--- src/rtl/anthem_pkg.sv ---
// Shared definitions for the anthem phrase checker: phrase ROM contents, FSM states, case fold.
// ANTHEM_CASE_FOLD_EN (in the top) makes compares case-insensitive.
package anthem_pkg;

  localparam int PHRASE_LEN = 36;

  // Character 0 sits in the most significant byte of the literal.
  localparam logic [PHRASE_LEN*8-1:0] PHRASE = "Tajumulco Tacana Acatenango Fuego Sa";

  typedef enum logic {
    HUNT  = 1'b0,
    TRACK = 1'b1
  } state_t;

  function automatic logic [7:0] case_fold(input logic [7:0] b);
    if (b >= 8'h41 && b <= 8'h5A) begin
      return b + 8'h20;
    end
    return b;
  endfunction

endpackage

--- src/rtl/anthem_phrase_rom.sv ---
// Combinational phrase lookup: idx -> expected byte; out-of-range indices read 0x00.
module anthem_phrase_rom
  import anthem_pkg::*;
(
  input  logic [5:0] idx,
  output logic [7:0] rom_byte
);

  always_comb begin
    rom_byte = 8'h00;
    for (int i = 0; i < PHRASE_LEN; i++) begin
      if (idx == 6'(i)) begin
        rom_byte = PHRASE[(PHRASE_LEN-1-i)*8 +: 8];
      end
    end
  end

endmodule

--- config.mk ---
export PLATFORM = sky130hd
export DESIGN_NAME = anthem_phrase_rom
export DESIGN_NICKNAME = d
export VERILOG_FILES = /design/src/rtl/anthem_pkg.sv /design/src/rtl/anthem_phrase_rom.sv
export SDC_FILE = /design/constraint.sdc
export NUM_CORES = 1
export LEC_CHECK = 0
export CORE_AREA = 2 2 39 41
export DETAILED_ROUTE_END_ITERATION = 8
export DIE_AREA = 0 0 41 43
export GPL_TIMING_DRIVEN = 0
export PLACE_DENSITY = 0.67
export SLEW_MARGIN = 0
export SYNTH_ARGS = -nofsm -noshare
export SYNTH_HDL_FRONTEND = slang
export SYNTH_SLANG_ARGS = --single-unit
--- constraint.sdc ---
create_clock -name vclk -period 3.5
set_input_delay 0.7 -clock vclk [all_inputs]
set_output_delay 0.7 -clock vclk [all_outputs]
set_load 0.02 [all_outputs]
==> results.md <==
* Outcome: completed
* Total DRC errors in the routed layout at 0
* Final cycle utilization of the critical path at 0.9538
* Biggest area consumer among synthesized cells: sky130_fd_sc_hd__a21oi_1
* Global placement routability congestion at 0.8564
* Via count of the first global-routing pass at 489
* Post-Layout Cell Count at 102
* Crit path time final at 3.338 ns
* Unrepaired setup endpoints after global routing: false
* Worst VDD drop at 0.00004456 V
* Setup CP Type: in2out
* Number of port buffers at 12
* Share of the yosys chip area belonging to registers at 0
* Final wirelength at 1318 µm
* Die area at 1763 µm²
* Number of antenna repair diodes at 0
* Core outline area at 1384 µm²
* Combined global-route utilization of all metal layers at 0.1648
* Fraction of final layout cells with drive strength greater than 1 at 0.1395
* Die height at 43 µm
* Max Transition Viols Final at 0
* Width of the chip at 41 µm
* Count of distinct cell types in the synthesized netlist at 33
* Total nets after synthesis at 80
* Switching power summed over all nets at 46.38 µW
* Share of power burned in the clock network at 0
* Top cells by count, synth: 9 x sky130_fd_sc_hd__a21oi_1, 6 x sky130_fd_sc_hd__nand2b_1, 5 x sky130_fd_sc_hd__buf_2, 5 x sky130_fd_sc_hd__nand2_1
* Placed inst area at 593.1 µm²
* Dominant cells by area after synthesis: sky130_fd_sc_hd__a21oi_1 9.9%, sky130_fd_sc_hd__nand2b_1 8.3%, sky130_fd_sc_hd__buf_4 6.6%
* Setup Viol. Count Final at 0
* I/O pin count at 14
* Sequential fraction of design power at 0
* Total instance count after detailed placement at 102
* Sum of negative setup slack at 0 ns
* Post-Route Utilization at 0.4421
* Final Cell Area at 611.8 µm²
* Largest fanout of any net on the critical path at 8
* Synth Area per Inst at 6.121 µm²
* Sequential cell count at 0
* Via count normalized by instance count at 5.804
* Achievable frequency at 299.5 MHz
* Most numerous cell in the Yosys netlist: sky130_fd_sc_hd__a21oi_1
* Hpwl dp at 952.4 µm
* Largest net degree at the start of global routing at 11
* Cell internal power dissipation at 37.88 µW
* Combined area of all synthesized cells at 452.9 µm²
* Nature of the critical path startpoint: input pin
* Hold violation count in the final report at 0
* Total global routing overflow at 0
* Number of standard cells after synthesis at 74
* Antenna violations before repair at 0
* Sw Share at 0.5505
* CP Data Required Time at 2.80 ns
* # hold bufs at CTS at 0
* Top-area cell type share of the netlist area at 0.09945
* Detailed-route wire length per cell at 12.92 µm
* Gate power share at 1.000
* First DRT Iteration DRCs at 11
* MaxCap Viol Count at 0
* Type of the most critical hold path: in2out
* Leakage component of the power at 0.2920 nW
* Number of nets still failing antenna checks after routing at 0
* Growth of design area from synthesis to finish at 35.08%
* Number of clock buffers in the layout at 0
* FF+latch area at 0 µm²
* Data arrival time at the worst-slack endpoint at 2.64 ns
* First-pass GRT wire length at 2159 µm
* Yosys synthesis warning count at 0
* Number of nets in the layout at 94
* Iteration count of the initial detailed-routing pass at 4
* Site row count at 14
* Critical path capture point type: primary output
* Vias at 592
* Initial Util at 0.3273
* Ratio of total power to cell area at 137.7 nW/µm²
-- repair_timing --
item	CTS	global route
gates resized for setup	0	6
endpoints found under the setup margin	0	5
buffers inserted	0	0
-- worst paths after layout --
| kind | startpoint | end | slack (ns) | cells past startpoint |
|---|---|---|---|---|
| setup / recovery | idx[2] | rom_byte[4] | 0.16 | 6 |
| hold / removal | idx[0] | rom_byte[0] | 1.95 | 4 |
-- placed cells by master, fill, tap and decap left out, drive strengths merged, types with 2 or more instances in the layout --
cell           Yosys  layout
a21oi              9       9
nor3               4       4
and2b              2       2
o31ai              3       3
clkdlybuf4s50      0       7
dlymetal6s2s       0       5
buf                9       9
inv                4       4
nor2               3       3
nand2b             6       6
o2111ai            2       2
or3                2       2
a31o               2       2
o21ai              4       4
nand2              5       5
a31oi              2       2
-- per-stage QoR --
step / hold slack [ns] / total power [mW] / setup WS (ns)
floorplan: 1.546 / 0.05435 / 0.9875
global placement: 2.281 / 0.08361 / 0.07527
detailed placement: 2.282 / 0.08390 / 0.08257
CTS: 2.283 / 0.08418 / 0.07226
global route: 1.996 / 0.09157 / 0.05156
finish: 1.951 / 0.08425 / 0.1616
-- final cells by class --
type / instances / area, µm²
Tap cell: 16 / 20.02
Inverter: 4 / 15.01
Buffer: 9 / 55.05
Timing Repair Buffer: 12 / 132.6
Multi-Input combinational cell: 61 / 389.1
Fill cell: 155 / 772.0
-- kinds of logic (layout without fill, tap and decap cells) --
logic type	Yosys count	in the layout	share of synthesized area
compound gates	31	31	0.4669
xor+xnor	1	1	0.01934
buf+inv	13	25	0.1547
mux	1	1	0.02210
other cells	1	1	0.008279
simple gates	27	27	0.3287
-- layer usage --
metal  wire [µm]  global-route usage  part of all wire  vias to the layer above
met1         666              0.2627              0.51                      268
li1            -                   -                 -                      304
met4           0            0.006667                 0                        0
met3          71                   0             0.054                        0
met5           0                   0                 0                        -
met2         579              0.2531              0.44                       20
-- worst max-delay path: stages --
cell and delay (ns):
sky130_fd_sc_hd__clkdlybuf4s50_1 0.53, sky130_fd_sc_hd__inv_1 0.14, sky130_fd_sc_hd__or3_1 0.39, sky130_fd_sc_hd__o311ai_1 0.10, sky130_fd_sc_hd__a31o_1 0.18, sky130_fd_sc_hd__clkdlybuf4s50_1 0.59
-- power by group through the flow --
stage          combinational, mW  clock, mW  sequential, mW
3_5_place_dp              0.0839          0               0
4_1_cts                   0.0842          0               0
5_1_grt                   0.0916          0               0
2_1_floorplan             0.0543          0               0
6_report                  0.0843          0               0
3_3_place_gp              0.0836          0               0
(Power assumes the default switching activity.)
